## config.mk

```make
export PLATFORM = sky130hd
export DESIGN_NAME = rtc_time_set_ctrl
export DESIGN_NICKNAME = d
export VERILOG_FILES = /design/src/rtl/rtc_time_set_ctrl_pkg.sv /design/src/rtl/rtc_time_set_ctrl_bcd2_inc.sv /design/src/rtl/rtc_time_set_ctrl.sv
export SDC_FILE = /design/constraint.sdc
export NUM_CORES = 1
export LEC_CHECK = 0
export ABC_CLOCK_PERIOD_IN_PS = 4600
export CORE_AREA = 5 5 62 64
export CTS_CLUSTER_DIAMETER = 150
export CTS_CLUSTER_SIZE = 24
export DETAILED_ROUTE_END_ITERATION = 16
export DIE_AREA = 0 0 67 69
export PLACE_DENSITY_LB_ADDON = 0.3
export REMOVE_ABC_BUFFERS = 1
export SLEW_MARGIN = 20
export SYNTH_ARGS = -nofsm -noshare
export SYNTH_HDL_FRONTEND = slang
export SYNTH_HIERARCHICAL = 1
export SYNTH_SLANG_ARGS = --single-unit
```

## constraint.sdc

```tcl
create_clock -name clk -period 4.6 [get_ports clk]
set_input_delay 0.92 -clock clk [delete_from_list [all_inputs] [get_ports clk]]
set_output_delay 0.92 -clock clk [all_outputs]
set_load 0.01 [all_outputs]
```

## src/rtl/rtc_time_set_ctrl_pkg.sv

```systemverilog
// Shared definitions for the RTC time-set controller: FSM encoding and BCD field limits.
package rtc_time_set_ctrl_pkg;

    typedef enum logic [1:0] {
        ST_RUN     = 2'd0,
        ST_SET_HR  = 2'd1,
        ST_SET_MIN = 2'd2,
        ST_COMMIT  = 2'd3
    } state_t;

    localparam int HR_MAX_T  = 2;
    localparam int HR_MAX_U  = 3;
    localparam int MIN_MAX_T = 5;
    localparam int MIN_MAX_U = 9;

    localparam int TO_CNT_W  = 8;

endpackage

```

## src/rtl/rtc_time_set_ctrl_bcd2_inc.sv

```systemverilog
// Combinational two-digit BCD incrementer that wraps to 00 after MAX_T:MAX_U.
module bcd2_inc #(
    parameter int TENS_W = 2,
    parameter int MAX_T  = 2,
    parameter int MAX_U  = 3
) (
    input  logic [TENS_W-1:0] tens_in,
    input  logic [3:0]        units_in,
    output logic [TENS_W-1:0] tens_out,
    output logic [3:0]        units_out
);

    localparam logic [TENS_W-1:0] MAX_T_V = TENS_W'(MAX_T);
    localparam logic [3:0]        MAX_U_V = 4'(MAX_U);
    localparam logic [TENS_W-1:0] ONE_T   = TENS_W'(1);

    // The field maximum is checked first so 23 -> 00 beats the units carry.
    always_comb begin
        tens_out  = tens_in;
        units_out = units_in + 4'd1;
        if (tens_in == MAX_T_V && units_in == MAX_U_V) begin
            tens_out  = '0;
            units_out = '0;
        end else if (units_in == 4'd9) begin
            tens_out  = tens_in + ONE_T;
            units_out = '0;
        end
    end

endmodule

```

## src/rtl/rtc_time_set_ctrl.sv

```systemverilog
// Button-driven hours/minutes editor for the RTC: captures current time, edits it,
// issues a one-cycle load, blinks the active field and abandons idle edits.
module rtc_time_set_ctrl
    import rtc_time_set_ctrl_pkg::*;
#(
    parameter int TIMEOUT_TICKS = 10
) (
    input  logic       clk,
    input  logic       rst,
    input  logic       tick_1hz,
    input  logic       mode_btn,
    input  logic       inc_btn,
    input  logic [1:0] cur_hr_t,
    input  logic [3:0] cur_hr_u,
    input  logic [2:0] cur_min_t,
    input  logic [3:0] cur_min_u,
    output logic [1:0] set_hr_t,
    output logic [3:0] set_hr_u,
    output logic [2:0] set_min_t,
    output logic [3:0] set_min_u,
    output logic       load,
    output logic       editing,
    output logic       blank_hr,
    output logic       blank_min
);

    localparam logic [TO_CNT_W-1:0] TO_LAST = TO_CNT_W'(TIMEOUT_TICKS - 1);

    state_t              state_q;
    state_t              state_nxt;
    logic [TO_CNT_W-1:0] to_cnt_q;
    logic                phase_q;
    logic                edit_active;
    logic                any_btn;
    logic                timeout_hit;

    logic [1:0] hr_t_inc;
    logic [3:0] hr_u_inc;
    logic [2:0] min_t_inc;
    logic [3:0] min_u_inc;

    bcd2_inc #(
        .TENS_W (2),
        .MAX_T  (HR_MAX_T),
        .MAX_U  (HR_MAX_U)
    ) u_hr_inc (
        .tens_in   (set_hr_t),
        .units_in  (set_hr_u),
        .tens_out  (hr_t_inc),
        .units_out (hr_u_inc)
    );

    bcd2_inc #(
        .TENS_W (3),
        .MAX_T  (MIN_MAX_T),
        .MAX_U  (MIN_MAX_U)
    ) u_min_inc (
        .tens_in   (set_min_t),
        .units_in  (set_min_u),
        .tens_out  (min_t_inc),
        .units_out (min_u_inc)
    );

    assign edit_active = (state_q == ST_SET_HR) || (state_q == ST_SET_MIN);
    assign any_btn     = mode_btn || inc_btn;
    // A button on the expiring tick's edge keeps the edit alive.
    assign timeout_hit = edit_active && tick_1hz && !any_btn && (to_cnt_q == TO_LAST);

    always_comb begin
        state_nxt = state_q;
        case (state_q)
            ST_RUN: begin
                if (mode_btn) state_nxt = ST_SET_HR;
            end
            ST_SET_HR: begin
                if (mode_btn)         state_nxt = ST_SET_MIN;
                else if (timeout_hit) state_nxt = ST_RUN;
            end
            ST_SET_MIN: begin
                if (mode_btn)         state_nxt = ST_COMMIT;
                else if (timeout_hit) state_nxt = ST_RUN;
            end
            ST_COMMIT: state_nxt = ST_RUN;
            default:   state_nxt = ST_RUN;
        endcase
    end

    always_ff @(posedge clk or posedge rst) begin
        if (rst) begin
            state_q <= ST_RUN;
            load    <= 1'b0;
        end else begin
            state_q <= state_nxt;
            load    <= (state_nxt == ST_COMMIT);
        end
    end

    always_ff @(posedge clk or posedge rst) begin
        if (rst) begin
            to_cnt_q <= '0;
        end else if (any_btn || timeout_hit) begin
            to_cnt_q <= '0;
        end else if (tick_1hz && edit_active) begin
            to_cnt_q <= to_cnt_q + TO_CNT_W'(1);
        end
    end

    // Any button press restarts the blink with digits visible.
    always_ff @(posedge clk or posedge rst) begin
        if (rst) begin
            phase_q <= 1'b0;
        end else if (any_btn || timeout_hit) begin
            phase_q <= 1'b0;
        end else if (tick_1hz && edit_active) begin
            phase_q <= ~phase_q;
        end
    end

    always_ff @(posedge clk or posedge rst) begin
        if (rst) begin
            set_hr_t  <= '0;
            set_hr_u  <= '0;
            set_min_t <= '0;
            set_min_u <= '0;
        end else begin
            if (state_q == ST_RUN && mode_btn) begin
                set_hr_t  <= cur_hr_t;
                set_hr_u  <= cur_hr_u;
                set_min_t <= cur_min_t;
                set_min_u <= cur_min_u;
            end else if (state_q == ST_SET_HR && inc_btn && !mode_btn) begin
                set_hr_t  <= hr_t_inc;
                set_hr_u  <= hr_u_inc;
            end else if (state_q == ST_SET_MIN && inc_btn && !mode_btn) begin
                set_min_t <= min_t_inc;
                set_min_u <= min_u_inc;
            end
        end
    end

    assign editing   = edit_active;
    assign blank_hr  = (state_q == ST_SET_HR)  && phase_q;
    assign blank_min = (state_q == ST_SET_MIN) && phase_q;

endmodule
```

=== Word level (Yosys, flattened, before mapping) ===
Cells that the tools add are included.

* Register bits after elaboration: 25
* Bits of input ports: 18
* Output and inout bits: 17
* Logic and storage cells: 78

* Add/subtract/negate cells: 5
* Equality and inequality tests: 11
* Muxes and demuxes: 27
* Bitwise operators: 1
* Reduce and logical (&&, ||, !) cells: 26

{| class="wikitable"
|+ Operators with widths
! cell !! number
|-
| 4-bit 2-to-1 mux || 9
|-
| 2-bit 2-to-1 mux || 8
|-
| 8-bit 2-to-1 mux || 2
|-
| 3-bit 2-to-1 mux || 5
|-
| 1-bit logical AND || 12
|-
| 4-bit by 1-bit adder with 4-bit output (second input constant) || 2
|-
| 8-bit by 1-bit adder with 8-bit output (second input constant) || 1
|-
| 2-bit equality test (second input constant) || 4
|-
| 4-bit equality test (second input constant) || 2
|-
| 8-bit by 4-bit equality test with 1-bit output (second input constant) || 1
|-
| 2-bit one-hot mux with 4 select lines || 1
|-
| 2-bit nonzero test || 3
|-
| 3-bit nonzero test || 2
|-
| 4-bit by 2-bit equality test with 1-bit output (second input constant) || 1
|-
| 2-bit AND reduction || 2
|-
| 3-bit by 1-bit adder with 3-bit output (second input constant) || 1
|-
| 3-bit equality test (second input constant) || 1
|-
| 1-bit logical OR || 3
|-
| 3-bit AND reduction || 1
|-
| 2-bit by 1-bit adder with 2-bit output (second input constant) || 1
|-
| 2-bit by 1-bit equality test with 1-bit output (second input constant) || 1
|-
| 1-bit logical NOT || 2
|-
| 2-bit logical NOT || 1
|-
| 1-bit 2-to-1 mux || 2
|-
| other kinds (2) || 2
|}

=== Depth between registers and ports, before layout ===
Gate-level depths: netlist of the first run.

* Depth in word-level cells: 9
* Gate-level depth with buffers: 8
* Gate-level depth less buffers: 7

=== Modules after synthesis ===
Netlist of the first run, hierarchy kept.

{| class="wikitable"
|+ Modules (own cells, without submodules)
! module !! instances !! cells each !! area each (sq um) !! seq. area each (sq um)
|-
| rtc_time_set_ctrl || 1 || 131 || 1,340.0 || 625.6
|-
| bcd2_inc (u_hr_inc) || 1 || 24 || 171.4 || 0.0
|-
| bcd2_inc (u_min_inc) || 1 || 24 || 170.2 || 0.0
|}

=== Worst setup path before layout of the first run ===
Ideal clock, no wire load.

* Path kind: flip-flop to output port
* Start point: register state_q[0]
* End point: output blank_min
* Data arrival time: 0.926 ns
* Required time: 3.680 ns
* Slack: 2.754 ns
* Stages on the path, launching flop included: 4
* Path buffers: 0
* Path through: dfrtp_1 -> inv_1 -> ha_1 -> and2_1

* Cells in the longest elaborated chain, start to end: 2

{| class="wikitable"
|+ RTL lines
! element !! RTL line !! source
|-
| from (decl) || rtc_time_set_ctrl.sv:29 || <nowiki>state_t state_q;</nowiki>
|-
| from (signal assigned) || rtc_time_set_ctrl.sv:93 || <nowiki>state_q <= state_nxt;</nowiki>
|-
| 2-bit equality test || rtc_time_set_ctrl.sv:143 || <nowiki>assign blank_min = (state_q == ST_SET_MIN) && phase_q;</nowiki>
|-
| 1-bit logical AND || rtc_time_set_ctrl.sv:143 ||
|-
| to (decl) || rtc_time_set_ctrl.sv:24 || <nowiki>output logic blank_min</nowiki>
|}

No other way between the ends.

=== Worst setup path in the final report of the first run ===
Ends and elaborated chain as after synthesis.

==> impl_metrics.ini, run 1 <==
[layout]
finish.net_count = 243
n_antenna_cell = 0
final_core_util_pct = 63.5
drive_gt1_share_pct = 4.25
fin_cells = 258
area_delta_synth_final_pct = 21.9

[global_routing]
grt_antenna_before_repair = 0
grt.met1_usage_pct = 17.3
grt_remaining_overflow = 0
grt_peak_use_layer = met2
grt_pass1_wl_um = 6000
grtUsageMet2_pct = 29.4
grt_use_met3_pct = 3.41
grtUsageTotal_pct = 16.2
grt_pass1_vias = 1420
maximum_number_of_pins_on_one_net_before_global_route_repair = 26

[detailed_routing]
drt-total-wl_um = 3460
ant_nets = 0
first_iter_violations = 79
routedWlPerCell_um = 13.4
detailroute.via_count = 1401
drcViolationCount = 0
detailedRoute.firstPassIterationCount = 4
viasPerCell = 5.43

[power]
p_sw_uw = 450
power_density_mw_per_mm2 = 524
worst_ir_drop_vdd_mv = 0.326
p_comb_share_pct = 57.0
switching_power_share_of_the_total_pct = 41.9
p_int_uw = 625
power.sequential.fraction_pct = 33.8
clockPowerShare_pct = 9.2
power.leakage_nw = 0.865

[clock_tree]
tritoncts = yes
clock_tree.htree_level_count = 1
clock_sink_count = 25
cts_root_buf = sky130_fd_sc_hd__clkbuf_4
cts_buffers = 3
insertion_delay_ns = 0.32
number_of_gates_resized_after_cts = 0
post_cts_hold_buffer_count = 0
cts.clk_slew.worst_paths_ns = 0.13
max-clock-path-buffers = 2
cts_post_setup_buffers_inserted = 0

[worst_setup_path]
endpoint_kind = output pin
required_ns = 3.68
cp_cell_sequence = inv_1 > ha_1 > and2_1 > clkdlybuf4s50_1
crit_path_max_fanout = 6
cp_slowest_cell = sky130_fd_sc_hd__clkdlybuf4s50_1
worstPathArrival_ns = 1.93
critical_path.startpoint_type = flip-flop
critical-path-max-stage-delay_ns = 0.54
timing_worst_setup_path_type = flip-flop to output pin

[die]
number_of_placed_i_o_pins = 35
die_height_um = 69
design.die.area_mm2 = 0.00462
floorplan.initialDensity_pct = 52.0
floorplan.rows = 21
core_area_mm2 = 0.00323
fp.dieW_um = 67

[logic_synthesis]
netlist-cell-type-count = 38
synth-seq-cells = 25
syn_area_per_cell_um2 = 9.39
mappedNetlistArea_mm2 = 0.00168
synth_edf_count = 0
synthFlopType = sky130_fd_sc_hd__dfrtp_1
post_synth_inst_count = 179
synthArstFlopShare_pct = 100
seq_area_frac_synth_pct = 37.2
yosysWarnings = 6

[placement]
place.detailed.instances = 254
hpwl_um = 2660
numPortBuffers = 34
place_congestion = 0.846

[outcome]
status = finished clean

[sta]
tns_ns = 0
timing.final.hold_violations = 0
maxSlewHeadroom_pct = 34.7
timing.final.crit_share_pct = 61.9
rsz0062_at_grt = false
fin_skew_ns = 0.00165
finalMaxSlewViolations = 0
worst-slew-pin-transition_ns = 0.979
timing.final.setup_violations = 0
fmax_ghz = 0.351
fin_crit_ns = 2.85

[run]
drv.max_cap_violation_count = 0

[min_path]
min-delay-path-class = flip-flop to flip-flop
-- sequential cells by signal (all words and copies together) (netlist names) --
register   flops
to_cnt_q       8
load           1
set_hr_u       4
set_hr_t       2
phase_q        1
set_min_u      4
set_min_t      3
state_q        2
-- Yosys cell counts (all sizes together), types with 4 or more instances --
cell	n	area, µm²
o21ai	17	85.1
nand2b	4	25.0
nand2	19	73.8
ha	12	150
mux2i	15	150
inv	11	41.3
xor2	6	52.6
a21oi	10	50.1
buf	5	56.3
nor2	14	52.6
dfrtp	25	626
nand3	10	50.1
-- power by group through the flow --
stage	clock [mW]	combinational [mW]	sequential, mW
after floorplan	0	0.382	0.377
after detailed placement	0	0.616	0.368
after global routing	0.110	0.687	0.375
final	0.0987	0.613	0.363
after global placement	0	0.595	0.364
after CTS	0.102	0.620	0.363
-- worst paths after layout --
kind                            slack, ns  depth (start not counted)           end         start
max in group asynchronous            2.94                          2  set_min_t[1]           rst
worst min-delay path                 0.57                          2  set_min_u[3]  set_min_u[3]
min in group asynchronous            1.09                          2  set_min_u[1]           rst
worst max-delay path                 1.75                          4     blank_min    state_q[0]
worst min register to register       0.57                          2  set_min_u[3]  set_min_u[3]
worst max register to register       2.38                          6   set_hr_u[3]    state_q[0]
-- worst max-delay path, delay by kind of cell, from the launching register on --
kind                       cells  cell delay (ns)
adders and majority gates      1             0.34
buffers and inverters          2             0.68
DFF                            1             0.42
and+or+nand+nor                1             0.18
-- cells by family after synthesis --
group,share of synthesized area [%]
XOR/XNOR,4.17
multiplexers,9.82
flip-flops,37.2
buffers and inverters,5.80
AO/OA/AOI/OAI,15.3
AND/OR/NAND/NOR,18.8
adder cells (fa/ha/maj),8.93
-- cell usage in the layout (no fill, tap or decap), drive strengths merged, types with 6 or more instances in the layout --
cell type | Yosys | routed
a21oi | 10 | 10
clkdlybuf4s50 | 0 | 34
dfrtp | 25 | 25
ha | 12 | 12
inv | 11 | 11
mux2i | 15 | 15
nand2 | 19 | 19
nand3 | 10 | 10
nor2 | 14 | 14
o21ai | 17 | 17
xor2 | 6 | 6
-- metrics by stage --
stage	cell area, µm²	total power [mW]	setup slack, ns	hold slack [ns]
floorplan	1630	0.759	2.55	0.506
global placement	2020	0.959	1.81	0.521
detailed placement	2020	0.984	1.73	0.541
CTS	2050	1.09	1.76	0.576
global route	2050	1.17	1.65	0.622
finish	2050	1.07	1.75	0.570
-- final cells by class --
type                            instances  area (µm²)
Inverter                               11        41.3
Multi-Input combinational cell        138         958
Sequential cell                        25         626
Clock inverter                          1        5.00
Tap cell                               46        57.6
Timing Repair Buffer                   34         340
Clock buffer                            3        22.5
Fill cell                             289        1180
-- routing by layer --
metal | routed length (µm) | up-vias
met5 | 0 | -
met2 | 1800 | 29
met3 | 149 | 10
met4 | 97 | 0
met1 | 1410 | 666
li1 | - | 696
Note: power is estimated with default switching activity, not from simulation.
==> run 2: changes to the inputs <==
--- a/config.mk
+++ b/config.mk
@@ -5,12 +5,12 @@
 export SDC_FILE = /design/constraint.sdc
 export NUM_CORES = 1
 export LEC_CHECK = 0
-export ABC_CLOCK_PERIOD_IN_PS = 4600
-export CORE_AREA = 5 5 62 64
+export ABC_CLOCK_PERIOD_IN_PS = 3000
+export CORE_AREA = 5 5 64 66
 export CTS_CLUSTER_DIAMETER = 150
 export CTS_CLUSTER_SIZE = 24
 export DETAILED_ROUTE_END_ITERATION = 16
-export DIE_AREA = 0 0 67 69
+export DIE_AREA = 0 0 69 71
 export PLACE_DENSITY_LB_ADDON = 0.3
 export REMOVE_ABC_BUFFERS = 1
 export SLEW_MARGIN = 20
==> constraint.sdc (replaced) <==
create_clock -name clk -period 3 [get_ports clk]
set_input_delay 0.6 -clock clk [delete_from_list [all_inputs] [get_ports clk]]
set_output_delay 0.6 -clock clk [all_outputs]
set_load 0.01 [all_outputs]
==> impl_metrics.ini, run 2 (synthesis gave the netlist of run 1 again) <==
[worst_setup_path]
timing.critical_path.buf_inv = 2
cell_family_with_the_largest_share_of_critical_path_delay = buffers and inverters
required_ns = 2.40
critical-path-max-stage-delay_ns = 0.53
worstPathArrival_ns = 1.88
critical_path.startpoint_type = flip-flop
timing_worst_setup_path_type = flip-flop to output pin
endpoint_kind = output pin
cp_cell_sequence = inv_1 > ha_1 > and2_1 > clkdlybuf4s50_1
cp_slowest_cell = sky130_fd_sc_hd__clkdlybuf4s50_1
crit_path_max_fanout = 6

[sta]
fin_crit_ns = 2.48
finalMaxSlewViolations = 0
rsz0062_at_grt = false
fin_worst_hold_slack_ns = 0.569
timing.final.setup_violations = 0
fin_skew_ns = 0.00190
worst-slew-pin-transition_ns = 0.667
fmax_ghz = 0.404
tns_ns = 0
maxSlewHeadroom_pct = 55.6
timing.final.hold_violations = 0
timing.final.crit_share_pct = 82.5
postLayoutSetupSlackWorst_ns = 0.524

[die]
fp.dieW_um = 69
design.die.area_mm2 = 0.00490
core_area_mm2 = 0.00352
floorplan.initialDensity_pct = 47.7
die_height_um = 71
floorplan.rows = 22
number_of_placed_i_o_pins = 35

[detailed_routing]
viasPerCell = 5.28
detailroute.via_count = 1383
routedWlPerCell_um = 13.1
detailedRoute.firstPassIterationCount = 4
drcViolationCount = 0
drt-total-wl_um = 3430
first_iter_violations = 94
ant_nets = 0

[clock_tree]
cts.clk_slew.worst_paths_ns = 0.14
max-clock-path-buffers = 2
cts_root_buf = sky130_fd_sc_hd__clkbuf_4
clock_tree.htree_level_count = 1
cts_post_setup_buffers_inserted = 0
insertion_delay_ns = 0.31
clock_sink_count = 25
number_of_gates_resized_after_cts = 0
post_cts_hold_buffer_count = 0
tritoncts = yes
cts_buffers = 3

[global_routing]
grt_remaining_overflow = 0
grt_antenna_before_repair = 0
grt_pass1_vias = 1311
maximum_number_of_pins_on_one_net_before_global_route_repair = 26
grtUsageTotal_pct = 14.6
grt_pass1_wl_um = 6070

[layout]
final_core_util_pct = 58.7
drive_gt1_share_pct = 5.14
commonest_cells_after_routing_fill_and_taps_aside = 34 x sky130_fd_sc_hd__clkdlybuf4s50_1, 25 x sky130_fd_sc_hd__dfrtp_1, 18 x sky130_fd_sc_hd__nand2_1
postLayoutCellArea_mm2 = 0.00207
largest-register = to_cnt_q
fin_cells = 262
layout.cells.most_common = sky130_fd_sc_hd__clkdlybuf4s50_1
n_antenna_cell = 0
finish.net_count = 245
top_regs = to_cnt_q (8), set_hr_u (4), set_min_u (4)
area_delta_synth_final_pct = 23.0
largest_reg_flops = 8

[power]
power_density_mw_per_mm2 = 795
worst_ir_drop_vdd_mv = 0.324
total_power_mw = 1.64
power.leakage_nw = 0.875

[placement]
placedInstanceArea_mm2 = 0.00204
place.detailed.instances = 258
place_congestion = 0.815
numPortBuffers = 34
hpwl_um = 2640
detailedPlace.worstSlack_ns = 0.560

[outcome]
status = finished clean

[run]
drv.max_cap_violation_count = 0

[min_path]
min-delay-path-class = flip-flop to flip-flop
## run 2: changes by cell type in the layout (fill, tap and decap cells not counted), sizes merged
cell / delta
buf: +2
## run 2: worst register-to-register path: stages (launching register included)
cell and delay (ns):
sky130_fd_sc_hd__dfrtp_1 0.41, sky130_fd_sc_hd__inv_1 0.13, sky130_fd_sc_hd__ha_1 0.27, sky130_fd_sc_hd__and2_1 0.59
sky130_fd_sc_hd__buf_4 0.29, sky130_fd_sc_hd__a41oi_4 0.08, sky130_fd_sc_hd__nand2_1 0.13, sky130_fd_sc_hd__o21ai_0 0.08
## run 2: final cells by class
| class | instances | area [µm²] |
|---|---|---|
| Timing Repair Buffer | 36 | 355 |
| Sequential cell | 25 | 626 |
| Tap cell | 48 | 60.1 |
| Clock inverter | 1 | 5.00 |
| Inverter | 11 | 41.3 |
| Fill cell | 341 | 1460 |
| Multi-Input combinational cell | 138 | 958 |
| Clock buffer | 3 | 22.5 |
## run 2: routing by layer
layer  vias up  wire [µm]  global-route usage [%]
li1        702          -                       -
met1       661       1580                    18.7
met2        18       1720                    25.3
met3         2        103                    2.41
met4         0         24                    4.34
met5         -          0                       0
## run 2: worst paths after layout
check | startpoint | end | slack [ns] | depth (start not counted)
hold reg to reg | phase_q | phase_q | 0.57 | 2
max in group asynchronous | rst | set_min_u[0] | 2.14 | 3
setup reg to reg | state_q[1] | set_min_t[2] | 0.90 | 7
setup / recovery | state_q[0] | blank_min | 0.52 | 4
min in group asynchronous | rst | set_hr_u[0] | 0.62 | 3
hold / removal | phase_q | phase_q | 0.57 | 2
## run 2: report_power, final
group / leakage [nW] / switching, mW / internal [mW]
combinational: 0.528 / 0.455 / 0.476
sequential: 0.329 / 0.126 / 0.435
clock: 0.0177 / 0.101 / 0.0499
